File: config.mk
export PLATFORM = sky130hd
export DESIGN_NAME = led_matrix_scan_driver
export DESIGN_NICKNAME = d
export VERILOG_FILES = /design/src/rtl/led_matrix_pkg.sv /design/src/rtl/led_row_pwm.sv /design/src/rtl/led_matrix_scan_driver.sv
export SDC_FILE = /design/constraint.sdc
export NUM_CORES = 1
export LEC_CHECK = 0
export ABC_AREA = 0
export CORE_AREA = 2 2 94 142
export DETAILED_ROUTE_END_ITERATION = 6
export DIE_AREA = 0 0 96 144
export PLACE_DENSITY_LB_ADDON = 0.2
export SYNTH_ARGS = -nofsm -noshare
export SYNTH_HDL_FRONTEND = slang
export SYNTH_HIERARCHICAL = 1
export SYNTH_SLANG_ARGS = --single-unit
File: constraint.sdc
create_clock -name clk_master -period 9.2 [get_ports clk_master]
set_input_delay 0.92 -clock clk_master [delete_from_list [all_inputs] [get_ports clk_master]]
set_output_delay 0.92 -clock clk_master [all_outputs]
set_load 0.01 [all_outputs]
File: src/rtl/led_matrix_pkg.sv
// Shared types and helpers for the LED matrix scan driver.
// Holds the scan FSM state encoding and the pin polarity mapping.
package led_matrix_pkg;

    typedef enum logic {
        BLANK = 1'b0,
        DRIVE = 1'b1
    } scan_state_t;

    // Map a logical "active" value onto the physical pin level.
    function automatic logic pin_level(input logic active, input bit act_low);
        return active ^ act_low;
    endfunction

endpackage

File: src/rtl/led_row_pwm.sv
// Per-row phase counter: times the BLANK guard and the DRIVE dwell,
// and gates the cathodes with the brightness-dependent on-window.
module led_row_pwm
    import led_matrix_pkg::*;
#(
    parameter int DWELL_CYCLES = 12800,
    parameter int BLANK_CYCLES = 16,
    parameter int BRIGHT_W     = 3
) (
    input  logic                clk_master,
    input  logic                reset_master,
    input  scan_state_t         state,
    input  logic [BRIGHT_W-1:0] bright_q,
    output logic                blank_done,
    output logic                dwell_done,
    output logic                phase_start,
    output logic                pwm_on
);

    localparam int MAX_CYC = (DWELL_CYCLES > BLANK_CYCLES) ? DWELL_CYCLES : BLANK_CYCLES;
    localparam int CNT_W   = (MAX_CYC > 1) ? $clog2(MAX_CYC) : 1;
    localparam int SLICE   = DWELL_CYCLES >> BRIGHT_W;

    logic [CNT_W-1:0] cnt;
    logic [31:0]      on_lim;

    assign blank_done  = (32'(cnt) == BLANK_CYCLES - 1);
    assign dwell_done  = (32'(cnt) == DWELL_CYCLES - 1);
    assign phase_start = (cnt == '0);
    assign on_lim      = (32'(bright_q) + 32'd1) * 32'(SLICE);
    assign pwm_on      = (32'(cnt) < on_lim);

    // NOTE: sequential state uses non-blocking assignments so every register
    // samples the pre-edge values, independent of statement order.
    always_ff @(posedge clk_master or posedge reset_master) begin
        if (reset_master) begin
            cnt <= '0;
        end else if ((state == BLANK) ? blank_done : dwell_done) begin
            cnt <= '0;
        end else begin
            cnt <= cnt + 1'b1;
        end
    end

endmodule

File: src/rtl/led_matrix_scan_driver.sv
// Row-scan driver for a ROWS x COLS LED matrix with double-buffered frames,
// inter-row blanking, per-row PWM brightness and configurable pin polarity.
module led_matrix_scan_driver
    import led_matrix_pkg::*;
#(
    parameter int DWELL_CYCLES  = 12800,
    parameter int BLANK_CYCLES  = 16,
    parameter int ROWS          = 8,
    parameter int COLS          = 8,
    parameter int BRIGHT_W      = 3,
    parameter bit ANODE_ACT_LOW = 1'b1,
    parameter bit CATH_ACT_LOW  = 1'b1
) (
    input  logic                    clk_master,
    input  logic                    reset_master,
    input  logic [ROWS*COLS-1:0]    frame_in,
    input  logic                    frame_load,
    input  logic [BRIGHT_W-1:0]     brightness,
    output logic [ROWS-1:0]         out_anode,
    output logic [COLS-1:0]         out_cathode,
    output logic [$clog2(ROWS)-1:0] row_idx,
    output logic                    frame_start
);

    localparam int RW = $clog2(ROWS);

    scan_state_t          state;
    logic [RW-1:0]        row;
    logic [BRIGHT_W-1:0]  bright_q;
    logic [ROWS*COLS-1:0] shadow;
    logic [ROWS*COLS-1:0] disp_buf;
    logic                 pending;
    logic                 blank_done, dwell_done, phase_start, pwm_on;
    logic                 frame_edge;
    logic [ROWS-1:0]      anode_pin;
    logic [COLS-1:0]      cath_pin;

    led_row_pwm #(
        .DWELL_CYCLES (DWELL_CYCLES),
        .BLANK_CYCLES (BLANK_CYCLES),
        .BRIGHT_W     (BRIGHT_W)
    ) u_row_pwm (
        .clk_master   (clk_master),
        .reset_master (reset_master),
        .state        (state),
        .bright_q     (bright_q),
        .blank_done   (blank_done),
        .dwell_done   (dwell_done),
        .phase_start  (phase_start),
        .pwm_on       (pwm_on)
    );

    // First cycle of row 0's blanking guard: the only point disp_buf may change.
    assign frame_edge = (state == BLANK) && (row == '0) && phase_start;

    always_ff @(posedge clk_master or posedge reset_master) begin
        if (reset_master) begin
            state    <= BLANK;
            row      <= '0;
            bright_q <= '0;
        end else begin
            case (state)
                BLANK: if (blank_done) begin
                    state    <= DRIVE;
                    bright_q <= brightness;
                end
                DRIVE: if (dwell_done) begin
                    state <= BLANK;
                    row   <= (row == RW'(ROWS - 1)) ? '0 : row + 1'b1;
                end
                default: state <= BLANK;
            endcase
        end
    end

    always_ff @(posedge clk_master or posedge reset_master) begin
        if (reset_master) begin
            shadow   <= '0;
            disp_buf <= '0;
            pending  <= 1'b0;
        end else begin
            if (frame_edge && pending) begin
                disp_buf <= shadow;
            end
            // A load on the swap cycle lands in shadow and stays pending.
            if (frame_load) begin
                shadow  <= frame_in;
                pending <= 1'b1;
            end else if (frame_edge) begin
                pending <= 1'b0;
            end
        end
    end

    // NOTE: every combinational output gets a default first, so no path
    // through the block leaves a signal unassigned and no latch is inferred.
    always_comb begin
        anode_pin = '0;
        cath_pin  = '0;
        for (int r = 0; r < ROWS; r++) begin
            anode_pin[r] = pin_level((state == DRIVE) && (row == RW'(r)), ANODE_ACT_LOW);
        end
        for (int c = 0; c < COLS; c++) begin
            cath_pin[c] = pin_level((state == DRIVE) && pwm_on && disp_buf[row*COLS + c],
                                    CATH_ACT_LOW);
        end
    end

    always_ff @(posedge clk_master or posedge reset_master) begin
        if (reset_master) begin
            out_anode   <= {ROWS{ANODE_ACT_LOW}};
            out_cathode <= {COLS{CATH_ACT_LOW}};
            row_idx     <= '0;
            frame_start <= 1'b0;
        end else begin
            out_anode   <= anode_pin;
            out_cathode <= cath_pin;
            row_idx     <= row;
            frame_start <= frame_edge;
        end
    end

endmodule

; ---- After elaboration in Yosys (flattened, before gate mapping)
; Cells that the tools add are included.
[op_classes]
add_sub_neg = 10
multipliers = 1
div = 0
magnitude_cmp = 9
n_eq_ne = 9
shift = 0
muxes = 24
bitwise_logic = 17
reduce_logical = 25
[op_table]
columns = op, count
row1 = 7-bit less-than comparator (second input constant), 7
row2 = 1-bit binary-select mux with 6-bit select, 7
row3 = 14-bit by 32-bit less-than comparator with 1-bit output, 1
row4 = 32-bit by 5-bit multiplier with 26-bit output (second input constant), 1
row5 = 6-bit by 3-bit adder with 7-bit output (second input constant), 4
row6 = 1-bit logical AND, 20
row7 = 1-bit inverter, 17
row8 = 14-bit by 1-bit adder with 14-bit output (second input constant), 1
row9 = 6-bit by 2-bit adder with 7-bit output (second input constant), 2
row10 = 14-bit equality test (second input constant), 1
row11 = 14-bit by 4-bit equality test with 1-bit output (second input constant), 1
row12 = 14-bit logical NOT, 1
row13 = 14-bit two-way mux, 1
row14 = 1-bit two-way mux, 13
row15 = 3-bit equality test (second input constant), 4
row16 = 6-bit by 1-bit adder with 7-bit output (second input constant), 1
row17 = 6-bit by 7-bit less-than comparator with 1-bit output (second input constant), 1
row18 = 3-bit by 2-bit equality test with 1-bit output (second input constant), 2
row19 = 3-bit by 1-bit adder with 4-bit output (second input constant), 1
row20 = 2-bit AND reduction, 2
row21 = 3-bit by 1-bit adder with 3-bit output (second input constant), 1
row22 = 1-bit binary-select mux with 3-bit select, 1
row23 = 3-bit by 1-bit equality test with 1-bit output (second input constant), 1
row24 = 3-bit logical NOT, 1
row25 = 3 further kinds, 3
[totals]
register_bits = 170
latch_bits = 0
ramBits = 0
mem_bits_ro = 0
input_bits = 70
output_inout_bits = 20
memories = 0

; ---- Logic depth before layout (Yosys ltp)
; Gate-level depths: netlist (run 1).
[logic_depth]
ltp_word = 6
mapped_depth = 15

; ---- Cells and area by module
; The synthesis (run 1) kept the hierarchy.
[modules_own_cells]
columns = mod, instances, cells_per_inst, area_each_um2, seq_area_each_um2
row1 = led_matrix_scan_driver, 1, 403, 6284.8, 3923.8
row2 = led_row_pwm, 1, 122, 1153.6, 350.3

; ---- Worst setup path before layout (run 1)
; No wires, ideal clock.
[synth_path]
kind = flip-flop to flip-flop
start = register bright_q[0]
end = register out_cathode[0]
setup_ps = 100
t_arrival_ps = 2762
required_ps = 9100
slack_ps = 6338
stages_incl_launch_ff = 14
n_path_buf = 2
path_cell_list = dfrtp_1 > clkbuf_1 > inv_1 > ha_1 > xnor2_1 > a221o_1 > nand2_1 > xor2_1 > ha_1 > a21oi_1 > nor2b_1 > o32ai_1 > buf_1 > nand4_1
[synth_via]
elab_chain_cells = 6
[synth_lines]
columns = item, line
row1 = from (decl), led_matrix_scan_driver.sv:29  ; logic [BRIGHT_W-1:0] bright_q;
row2 = from (signal assigned), led_matrix_scan_driver.sv:65  ; bright_q <= brightness;
row3 = 3-bit by 1-bit adder with 4-bit output, led_row_pwm.sv:30  ; assign on_lim = (32'(bright_q) + 32'd1) * 32'(SLICE);
row4 = 32-bit by 5-bit multiplier with 26-bit output, led_row_pwm.sv:30
row5 = 14-bit by 32-bit less-than comparator with 1-bit output, led_row_pwm.sv:31  ; assign pwm_on = (32'(cnt) < on_lim);
row6 = via pwm_on, led_matrix_scan_driver.sv:33  ; logic blank_done, dwell_done, phase_start, pwm_on;
row7 = 1-bit logical AND (2 in a row), led_matrix_scan_driver.sv:104  ; cath_pin[c] = pin_level((state == DRIVE) && pwm_on && disp_buf[row*COLS + c],
row8 = 1-bit inverter (no source line), n/a
row9 = via cath_pin[0], led_matrix_scan_driver.sv:36  ; logic [COLS-1:0] cath_pin;
row10 = to (signal assigned), led_matrix_scan_driver.sv:112  ; out_cathode <= {COLS{CATH_ACT_LOW}};
row11 = to (signal assigned), led_matrix_scan_driver.sv:117  ; out_cathode <= cath_pin;
row12 = to (decl), led_matrix_scan_driver.sv:20  ; output logic [COLS-1:0] out_cathode,
; The timed path passes the listed nets, and every way through them passes these cells.
; A chain may end at the register's enable or synchronous reset.

; ---- Worst setup path after layout (run 1)
[layout_path]
start = register bright_q[0]
end = register out_cathode[5]
; The elaborated chain is that of the path after synthesis.

==> impl_metrics.ini, run 1 <==
[routing]
drtAntennaViolNets = 0
remaining_drc_errors = 0
vias_per_cell = 5.68
route.vias.total = 4442
detail_route.wirelength_um = 14300
detail_route.wl_per_cell_um = 18.3
drt_first_iter_violations = 248
drt_pass1_iterations = 4

[clock_tree]
clock_sink_count = 170
ctsHtreeMaxLevel = 4
ctsRootBufferMaster = sky130_fd_sc_hd__clkbuf_16
max-clock-path-buffers = 2
post_cts_hold_buffer_count = 0
post_cts.repair.setup_buffers = 0
cts_tree = built
clk_pin_slew_worst_paths_ns = 0.07
cts_made_buffers = 17
worstSkewPairLatency_ns = 0.42
post_cts_resize_count = 0

[floorplan]
die_area_um2 = 13800
starting_density_of_the_core_pct = 58.6
die-width_um = 96
chipHeight_um = 144
number_of_placement_rows = 51
core_area_um2 = 12700
io_pins = 90

[critical_path]
cp_num_buf_inv = 1
cp.arrival_ns = 3.89
slowest_stage = sky130_fd_sc_hd__o32ai_1
crit_path_end_kind = register
path_delay_family = adder cells
start_kind = register
critPathMostFrequentCell = sky130_fd_sc_hd__ha_1
timing_worst_setup_path_type = reg2reg
worst-endpoint-required_ns = 9.50
critPathMaxStageDelay_ns = 0.80
crit_path_cell_chain = ha_1, xnor2_1, ha_1, inv_1, ha_1, ha_1, xor2_1, ha_1, nor2b_1, o32ai_1, nand4_1
critical_path.max_fanout = 10
setup.reg_to_reg.worst_slack_ns = 5.61

[finish]
finish.net_count = 700
number_of_fillers_in_the_final_layout = 857
final_area_um2 = 9020
syn_to_final_growth_pct = 21.2
final_layout_size_suffix_gt1_share_pct = 31.5
antennaDiodeCount = 0

[yosys]
ys_ff_latch = 170
synth_async_sr_flop_share_pct = 100
synth_commonest_cells = sky130_fd_sc_hd__dfrtp_1, sky130_fd_sc_hd__mux2_2, sky130_fd_sc_hd__mux2i_1
netlist.area_leader.share_pct = 51.8
synth_most_common_cell = sky130_fd_sc_hd__dfrtp_1
synth-main-ff-cell = sky130_fd_sc_hd__dfrtp_1
synth-warning-count = 6
post_synth_inst_count = 525
yosys.cell_types.count = 49
number_of_synthesized_flops_with_an_enable_pin = 0
synth_area_per_cell_um2 = 14.2
biggest_area_consumer_among_synthesized_cells = sky130_fd_sc_hd__dfrtp_1
synth_sequential_area_ratio_pct = 57.5
post_synth_main_area_contributors = sky130_fd_sc_hd__dfrtp_1, sky130_fd_sc_hd__mux2_2, sky130_fd_sc_hd__dfstp_2
synthesis.nets = 615
synth.cell_area_um2 = 7440

[global_route]
number_of_antenna_violations_at_the_first_check_in_global_routing = 0
gr-total-overflow = 0
vias_in_the_first_global_route = 4672
grt.total_usage_pct = 22.3
grt_pass1_wl_um = 23200
grt_max_degree = 81

[power_and_ir_drop]
leakagePower_nw = 3.92
seq_power_share_pct = 48.1
cell_internal_pwr_w = 0.00131
power-per-cell-area_nw_per_um2 = 189
switching_share_of_power_pct = 23.2
vdd_ir_drop_max_mv = 0.125
power.clock.fraction_pct = 44.3
total_switching_power_w = 0.000396
p_comb_share_pct = 7.6

[min_path]
hold_class = reg2reg

[sta]
finalSetupViolCount = 0
final_count_of_hold_timing_violations = 0
fin_hold_ws_ns = 0.504
finalSetupTns_ns = 0
fin_worst_skew_ns = 0.00832
fin_crit_ns = 3.59
report.final.slew_viol_count = 0
timing.slew.headroom_pct = 37.0
layout_worst_path_cycle_share_pct = 39.0
rsz_0062_raised_after_global_routing = false
worstMarginPinSlew_ns = 0.942
fmax_mhz = 278

[placed_design]
dpl-instance-area_um2 = 8390
dp.final_hpwl_um = 9920
buffer_ports.inserted = 89
globalplace.congestion = 0.820

[flow_run]
cap_violations = 0

[status]
run_status = completed
layout make-up:
type | count | area (um^2) | share of cell area (%)
sequential | 170 | 4280 | 47.4
multi-input combinational | 312 | 2930 | 32.5
timing repair buffer | 93 | 916 | 10.2
clock buffer | 17 | 425 | 4.72
clock inverter | 15 | 204 | 2.26
tap | 159 | 199 | 2.21
inverter | 16 | 65.1 | 0.722
state kept, by name, summed over array words and instances (netlist names), 3 cells and up:
signal         count
row                3
row_idx            3
out_cathode        8
u_row_pwm/cnt     14
disp_buf          64
shadow            64
bright_q           3
out_anode          8
power by group through the flow:
stage | combinational, W | clock, W | sequential (W)
floorplan | 0.0000828 | 0 | 0.000823
global placement | 0.000126 | 0 | 0.000832
detailed placement | 0.000132 | 0 | 0.000835
CTS | 0.000133 | 0.000764 | 0.000822
global route | 0.000145 | 0.000797 | 0.000826
finish | 0.000131 | 0.000756 | 0.000821
routing by layer:
layer / global-route usage, % / routed length [um] / vias to the layer above
li1: - / - / 2058
met1: 26.8 / 5630 / 2253
met2: 38.7 / 7750 / 107
met3: 3.91 / 540 / 24
met4: 9.70 / 376 / 0
met5: 0 / 0 / -
path summary, 6_finish.rpt:
kind	start	to	depth (start not counted)
setup / recovery	bright_q[0]$_DFFE_PP0P_	out_cathode[5]$_DFF_PP1_	11
setup reg to reg	bright_q[0]$_DFFE_PP0P_	out_cathode[5]$_DFF_PP1_	11
hold reg to reg	shadow[59]$_DFFE_PP0P_	shadow[59]$_DFFE_PP0P_	1
max in group asynchronous	reset_master	row[2]$_DFFE_PP0P_	3
hold / removal	shadow[59]$_DFFE_PP0P_	shadow[59]$_DFFE_PP0P_	1
min in group asynchronous	reset_master	u_row_pwm/cnt[0]$_DFF_PP0_	2
logic make-up after synthesis:
| group | synth area share (%) |
|---|---|
| flops | 57.5 |
| mux | 24.3 |
| simple gates | 5.97 |
| buf+inv | 3.11 |
| compound gates | 3.87 |
| fa+ha+maj | 3.36 |
| xor+xnor | 1.88 |
| other cells | 0.0504 |
worst reg2reg max path, stage by stage (launching register included):
cell	delay [ns]
sky130_fd_sc_hd__dfrtp_1	0.49
sky130_fd_sc_hd__ha_1	0.31
sky130_fd_sc_hd__xnor2_1	0.34
sky130_fd_sc_hd__ha_1	0.32
sky130_fd_sc_hd__inv_1	0.06
sky130_fd_sc_hd__ha_1	0.15
sky130_fd_sc_hd__ha_1	0.23
sky130_fd_sc_hd__xor2_1	0.17
sky130_fd_sc_hd__ha_1	0.29
sky130_fd_sc_hd__nor2b_1	0.13
sky130_fd_sc_hd__o32ai_1	0.80
sky130_fd_sc_hd__nand4_1	0.18
cells in the final DEF (no fill, tap or decap), types with 3 or more instances in the layout:
cell,netlist,final
sky130_fd_sc_hd__a21o_1,3,3
sky130_fd_sc_hd__a21oi_1,4,4
sky130_fd_sc_hd__a22oi_1,16,16
sky130_fd_sc_hd__and3_1,3,3
sky130_fd_sc_hd__buf_4,2,4
sky130_fd_sc_hd__bufinv_16,0,3
sky130_fd_sc_hd__clkbuf_16,0,17
sky130_fd_sc_hd__clkdlybuf4s50_1,0,88
sky130_fd_sc_hd__clkinvlp_4,0,3
sky130_fd_sc_hd__dfrtp_1,154,153
sky130_fd_sc_hd__dfstp_2,16,16
sky130_fd_sc_hd__ha_1,20,20
sky130_fd_sc_hd__inv_1,16,15
sky130_fd_sc_hd__inv_6,0,4
sky130_fd_sc_hd__inv_8,0,5
sky130_fd_sc_hd__mux2_2,132,132
sky130_fd_sc_hd__mux2i_1,32,32
sky130_fd_sc_hd__nand2_1,10,10
sky130_fd_sc_hd__nand3_1,10,10
sky130_fd_sc_hd__nand4_1,11,11
sky130_fd_sc_hd__nor2_1,7,7
sky130_fd_sc_hd__nor2b_1,5,5
sky130_fd_sc_hd__nor3_1,10,10
sky130_fd_sc_hd__o21ai_0,3,3
sky130_fd_sc_hd__xnor2_1,5,5
sky130_fd_sc_hd__xor2_1,11,11
per-stage QoR:
step | total power (W) | util (%) | setup slack [ns] | cells
after detailed placement | 0.000967 | 66.1 | 5.65 | 750
final | 0.00171 | 71.0 | 5.61 | 782
after global routing | 0.00177 | 71.0 | 5.24 | 782
after global placement | 0.000959 | 66.1 | 5.81 | 750
after floorplan | 0.000906 | - | 4.10 | 525
after CTS | 0.00172 | 71.0 | 5.61 | 782
(Power assumes the default switching activity.)
==> run 2, diff against run 1 <==
- CORE_AREA: 2 2 94 142 -> 2 2 98 147
- DIE_AREA: 0 0 96 144 -> 0 0 100 149
- clock period: 9.2 -> 3.4 ns (I/O delays scaled with it)
==> run 2 against run 1 <==
  * Worst hold slack worse by 0.16 ns
  * Setup slack got worse by 5.3 ns
  * Flip-flop and latch count unchanged
  * First-iteration DRC count decreased by 41%
  * Die area rose by 7.8%
  * Non-clock buffer count increased by 6
  * Clock skew grew 0.0035 ns
  * Critical path depth is 1 higher
  * Clock power grew to 2.7 times the previous value
  * Maximum frequency rose by 15%
  * Global-route usage is 1.7 points lower
  * Count of clock-buffer cells in the layout rose by 5
==> impl_metrics.ini, run 2 (same netlist as run 1, synthesis figures left out) <==
[critical_path]
slowest_stage = sky130_fd_sc_hd__dfrtp_1
critical_path_cell_count = 12
crit_path_start = bright_q[0]$_DFFE_PP0P_
critPathMostFrequentCell = sky130_fd_sc_hd__ha_1
worst-endpoint-required_ns = 3.69
cp.arrival_ns = 3.42
crit_path_cell_chain = ha_1, xnor2_2, ha_1, inv_1, ha_1, ha_1, xor2_1, ha_1, nor2b_1, o32ai_1, buf_4, nand4_1
crit_path_end_kind = register
start_kind = register
critPathMaxStageDelay_ns = 0.49
timing_worst_setup_path_type = reg2reg
path_delay_family = adder cells
r2r_cells = 12
worst_setup_path_endpoint = out_cathode[7]$_DFF_PP1_
critical_register_to_register_path_startpoint = bright_q[0]$_DFFE_PP0P_
cp_num_buf_inv = 2
reg2reg_to = out_cathode[7]$_DFF_PP1_
critical_path.max_fanout = 10
setup.reg_to_reg.worst_slack_ns = 0.28

[floorplan]
io_pins = 90
die-width_um = 100
starting_density_of_the_core_pct = 53.9
number_of_placement_rows = 53
core_area_um2 = 13800
die_area_um2 = 14900
chipHeight_um = 149

[power_and_ir_drop]
seq_power_share_pct = 48.1
power-per-cell-area_nw_per_um2 = 507
p_comb_share_pct = 7.9
switching_share_of_power_pct = 21.1
cell_internal_pwr_w = 0.00364
leakagePower_nw = 3.96
total_switching_power_w = 0.000975
power.clock.fraction_pct = 44.0
vdd_ir_drop_max_mv = 0.318

[clock_tree]
cts_tree = built
max-clock-path-buffers = 2
cts_made_buffers = 17
clock_sink_count = 170
worstSkewPairLatency_ns = 0.42
post_cts_hold_buffer_count = 0
ctsRootBufferMaster = sky130_fd_sc_hd__clkbuf_16
ctsHtreeMaxLevel = 4
clk_pin_slew_worst_paths_ns = 0.06

[placed_design]
globalplace.congestion = 0.879
buffer_ports.inserted = 89
dp.final_hpwl_um = 10300

[finish]
final_layout_size_suffix_gt1_share_pct = 31.8
layout_top_registers = disp_buf: 64 flops, shadow: 64 flops, u_row_pwm/cnt: 14 flops
finish.net_count = 706
utilization_pct = 66.0
layout_commonest_cell = sky130_fd_sc_hd__dfrtp_1
most-common-layout-cells = sky130_fd_sc_hd__dfrtp_1, sky130_fd_sc_hd__mux2_2, sky130_fd_sc_hd__clkdlybuf4s50_1
number_of_fillers_in_the_final_layout = 1032
syn_to_final_growth_pct = 22.4
antennaDiodeCount = 0

[sta]
rsz_0062_raised_after_global_routing = false
fin_crit_ns = 3.12
report.final.slew_viol_count = 0
final_count_of_hold_timing_violations = 0
fin_worst_skew_ns = 0.0118
timing.slew.headroom_pct = 33.5
fmax_mhz = 320
finalSetupTns_ns = 0
worstMarginPinSlew_ns = 0.996
layout_worst_path_cycle_share_pct = 91.9
finalSetupViolCount = 0

[routing]
route.vias.total = 4423
remaining_drc_errors = 0
detail_route.wirelength_um = 14300
drt_pass1_iterations = 4
drt_first_iter_violations = 146
detail_route.wl_per_cell_um = 18.0
drtAntennaViolNets = 0
vias_per_cell = 5.57

[global_route]
grt.total_usage_pct = 20.6
gr-total-overflow = 0
grt_pass1_wl_um = 23900
vias_in_the_first_global_route = 4810
grt_max_degree = 65
number_of_antenna_violations_at_the_first_check_in_global_routing = 0

[min_path]
hold_class = in2async

[flow_run]
cap_violations = 0

[status]
run_status = completed
-- run 2: layout make-up --
| class | count | area, um^2 | area share [%] |
|---|---|---|---|
| clock inverters | 10 | 168 | 1.84 |
| repair buffers | 99 | 986 | 10.8 |
| multi-input cells | 312 | 2940 | 32.3 |
| flip-flops and latches | 170 | 4280 | 47.0 |
| inverters | 16 | 63.8 | 0.701 |
| clock buffers | 22 | 464 | 5.10 |
| well taps | 165 | 206 | 2.27 |
-- run 2: how the worst min path moves through the flow --
stage	startpoint	to	cells after the start
finish	reset_master	u_row_pwm/cnt[3]$_DFF_PP0_	2
global route	reset_master	u_row_pwm/cnt[3]$_DFF_PP0_	2
CTS	reset_master	u_row_pwm/cnt[3]$_DFF_PP0_	2
detailed placement	disp_buf[11]$_DFFE_PP0P_	disp_buf[11]$_DFFE_PP0P_	1
global placement	shadow[39]$_DFFE_PP0P_	disp_buf[39]$_DFFE_PP0P_	1
floorplan	reset_master	u_row_pwm/cnt[0]$_DFF_PP0_	1
-- run 2: what timing repair did --
item / 4_1_cts / 5_1_grt
endpoints found under the setup margin: 0 / 3
gates resized for setup: 0 / 1
setup buffers: 0 / 0
-- run 2: worst reg2reg max path, cell delays in order, from the launching register on --
cell	delay (ns)
sky130_fd_sc_hd__dfrtp_1	0.49
sky130_fd_sc_hd__ha_1	0.32
sky130_fd_sc_hd__xnor2_2	0.18
sky130_fd_sc_hd__ha_1	0.30
sky130_fd_sc_hd__inv_1	0.04
sky130_fd_sc_hd__ha_1	0.18
sky130_fd_sc_hd__ha_1	0.29
sky130_fd_sc_hd__xor2_1	0.17
sky130_fd_sc_hd__ha_1	0.29
sky130_fd_sc_hd__nor2b_1	0.14
sky130_fd_sc_hd__o32ai_1	0.30
sky130_fd_sc_hd__buf_4	0.21
sky130_fd_sc_hd__nand4_1	0.11
-- run 2: routing by layer --
metal	GRT usage [%]	share of wire, %	vias to the layer above
li1	-	-	2074
met1	25.2	42	2259
met2	36.0	53	72
met3	4.26	2.9	18
met4	7.33	1.9	0
met5	0	0	-
-- run 2: stage by stage --
stage / total power, W / area [um^2] / hold WS [ns] / worst slack [ns] / std cells
after global placement: 0.00260 / 8460 / 0.486 / 0.415 / 762
after detailed placement: 0.00263 / 8460 / 0.493 / 0.272 / 762
after floorplan: 0.00245 / 7440 / 0.229 / 0.538 / 525
after global routing: 0.00480 / 9100 / 0.380 / 0.0534 / 794
final: 0.00462 / 9100 / 0.346 / 0.276 / 794
after CTS: 0.00466 / 9100 / 0.350 / 0.249 / 794
-- run 2: power by group through the flow --
stage                     clock, W  combinational (W)  sequential [W]
after floorplan                  0           0.000224         0.00223
after global placement           0           0.000354         0.00225
after detailed placement         0           0.000369         0.00226
after CTS                  0.00207           0.000372         0.00222
after global routing       0.00216           0.000405         0.00224
final                      0.00203           0.000366         0.00222
==> run 3, diff against run 2 <==
--- a/config.mk
+++ b/config.mk
@@ -10,5 +10,5 @@
 export DETAILED_ROUTE_END_ITERATION = 6
 export DIE_AREA = 0 0 100 149
-export PLACE_DENSITY_LB_ADDON = 0.2
+export PLACE_DENSITY_LB_ADDON = 0.15
 export SYNTH_ARGS = -nofsm -noshare
 export SYNTH_HDL_FRONTEND = slang
==> constraint.sdc (replaced) <==
create_clock -name clk_master -period 3.4 [get_ports clk_master]
set_input_delay 0.34 -clock clk_master [delete_from_list [all_inputs] [get_ports clk_master]]
set_output_delay 0.34 -clock clk_master [all_outputs]
set_load 0.005 [all_outputs]
==> run 3 against run 2 <==
  * Clock skew shrank 0.0022 ns
  * Final area shrank 0.76%
  * Sequential share of layout area grew 0.36 points
  * Total power shrank 2.1%
  * Non-clock buffer count shrank 2
  * Register-to-register slack lost 0.02 ns
  * Critical endpoint is now out_cathode[1]$_DFF_PP1_
  * Flip-flop and latch count is the same
  * Final cell count shrank 0.38%
  * Worst hold slack gained 0.032 ns
  * Sequential power is essentially flat
==> impl_metrics.ini, run 3 (same netlist as run 1, synthesis figures left out) <==
[finish]
syn_to_final_growth_pct = 21.5
layout_top_registers = disp_buf: 64 flops, shadow: 64 flops, u_row_pwm/cnt: 14 flops
multi_input_area_um2 = 2940
most-common-layout-cells = sky130_fd_sc_hd__dfrtp_1, sky130_fd_sc_hd__mux2_2, sky130_fd_sc_hd__clkdlybuf4s50_1
layout_commonest_cell = sky130_fd_sc_hd__dfrtp_1
antennaDiodeCount = 0
final_layout_size_suffix_gt1_share_pct = 31.6
regArea_um2 = 4280
number_of_fillers_in_the_final_layout = 1039
finish.net_count = 704

[critical_path]
critPathMaxStageDelay_ns = 0.49
worst-endpoint-required_ns = 3.69
start_kind = register
critical_path.max_fanout = 10
slowest_stage = sky130_fd_sc_hd__dfrtp_1
r2r_cells = 12
crit_path_cell_chain = ha_1, xnor2_2, ha_1, inv_1, ha_1, ha_1, xor2_1, ha_1, nor2b_1, o32ai_1, buf_4, nand4_1
cp.arrival_ns = 3.44
path_delay_family = adder cells
cp_num_buf_inv = 2
crit_path_end_kind = register
critPathMostFrequentCell = sky130_fd_sc_hd__ha_1
timing_worst_setup_path_type = reg2reg
setup.reg_to_reg.worst_slack_ns = 0.25
critical_register_to_register_path_startpoint = bright_q[0]$_DFFE_PP0P_
reg2reg_to = out_cathode[1]$_DFF_PP1_

[flow_run]
cap_violations = 0

[power_and_ir_drop]
design_power_total_w = 0.00452
power-per-cell-area_nw_per_um2 = 501
leakagePower_nw = 3.92
vdd_ir_drop_max_mv = 0.346

[floorplan]
starting_density_of_the_core_pct = 53.9
number_of_placement_rows = 53
chipHeight_um = 149
die-width_um = 100
core_area_um2 = 13800
die_area_um2 = 14900
io_pins = 90

[sta]
fin_worst_skew_ns = 0.00966
worstMarginPinSlew_ns = 0.994
report.final.slew_viol_count = 0
fmax_mhz = 318
layout_worst_path_cycle_share_pct = 92.6
finalSetupViolCount = 0
fin_crit_ns = 3.15
rsz_0062_raised_after_global_routing = false
finalSetupTns_ns = 0
timing.slew.headroom_pct = 33.7
final_count_of_hold_timing_violations = 0
fin_hold_ws_ns = 0.379

[routing]
drt_pass1_iterations = 4
vias_per_cell = 5.57
detail_route.wirelength_um = 14200
drtAntennaViolNets = 0
drt_first_iter_violations = 154
remaining_drc_errors = 0
detail_route.wl_per_cell_um = 18.0
route.vias.total = 4408

[clock_tree]
clk_pin_slew_worst_paths_ns = 0.06
worstSkewPairLatency_ns = 0.42
ctsHtreeMaxLevel = 4
clock_sink_count = 170
post_cts_resize_count = 0
cts_made_buffers = 17
post_cts_hold_buffer_count = 0
ctsRootBufferMaster = sky130_fd_sc_hd__clkbuf_16
max-clock-path-buffers = 2
cts_tree = built
post_cts.repair.setup_buffers = 0

[status]
run_status = completed

[placed_design]
dp.final_hpwl_um = 10100
globalplace.congestion = 0.845
buffer_ports.inserted = 89

[global_route]
vias_in_the_first_global_route = 4661
grt.total_usage_pct = 20.4
number_of_antenna_violations_at_the_first_check_in_global_routing = 0
grt_max_degree = 82
gr-total-overflow = 0
grt_pass1_wl_um = 23200

[min_path]
hold_class = in2async
==> run 3: worst max-delay path by stage <==
| stage | start | endpoint | slack (ns) | depth (start not counted) |
|---|---|---|---|---|
| 6_report | bright_q[0]$_DFFE_PP0P_ | out_cathode[1]$_DFF_PP1_ | 0.25 | 12 |
| 3_3_place_gp | bright_q[0]$_DFFE_PP0P_ | out_cathode[0]$_DFF_PP1_ | 0.34 | 12 |
| 2_1_floorplan | bright_q[0]$_DFFE_PP0P_ | out_cathode[0]$_DFF_PP1_ | 0.54 | 13 |
| 3_5_place_dp | bright_q[0]$_DFFE_PP0P_ | out_cathode[5]$_DFF_PP1_ | 0.24 | 12 |
| 5_1_grt | bright_q[0]$_DFFE_PP0P_ | out_cathode[1]$_DFF_PP1_ | 0.02 | 12 |
| 4_1_cts | bright_q[0]$_DFFE_PP0P_ | out_cathode[5]$_DFF_PP1_ | 0.20 | 12 |
==> run 3: power breakdown <==
part	internal (W)	total [W]	switching, W
Sequential	0.00215	0.00222	0.0000677
Combinational	0.000214	0.000354	0.000140
Clock	0.00119	0.00195	0.000758
==> run 3: metal layers <==
metal	routed length (um)	global-route usage, %
met5	0	0
met4	210	5.75
met3	496	4.87
met2	7550	35.6
met1	5950	25.2
==> run 3: final cells by class <==
cell class | count | share of cell area [%]
Clock buffer | 21 | 5.10
Sequential cell | 170 | 47.3
Clock inverter | 10 | 1.58
Tap cell | 165 | 2.29
Inverter | 16 | 0.706
Timing Repair Buffer | 97 | 10.5
Multi-Input combinational cell | 312 | 32.5
==> run 3: per-stage QoR <==
stage	std cells	instance area (um^2)	setup WS, ns	utilization, %
floorplan	525	7440	0.538	-
global placement	760	8420	0.338	61.1
detailed placement	760	8420	0.242	61.1
CTS	791	9030	0.201	65.4
global route	791	9030	0.0232	65.5
finish	791	9030	0.252	65.5
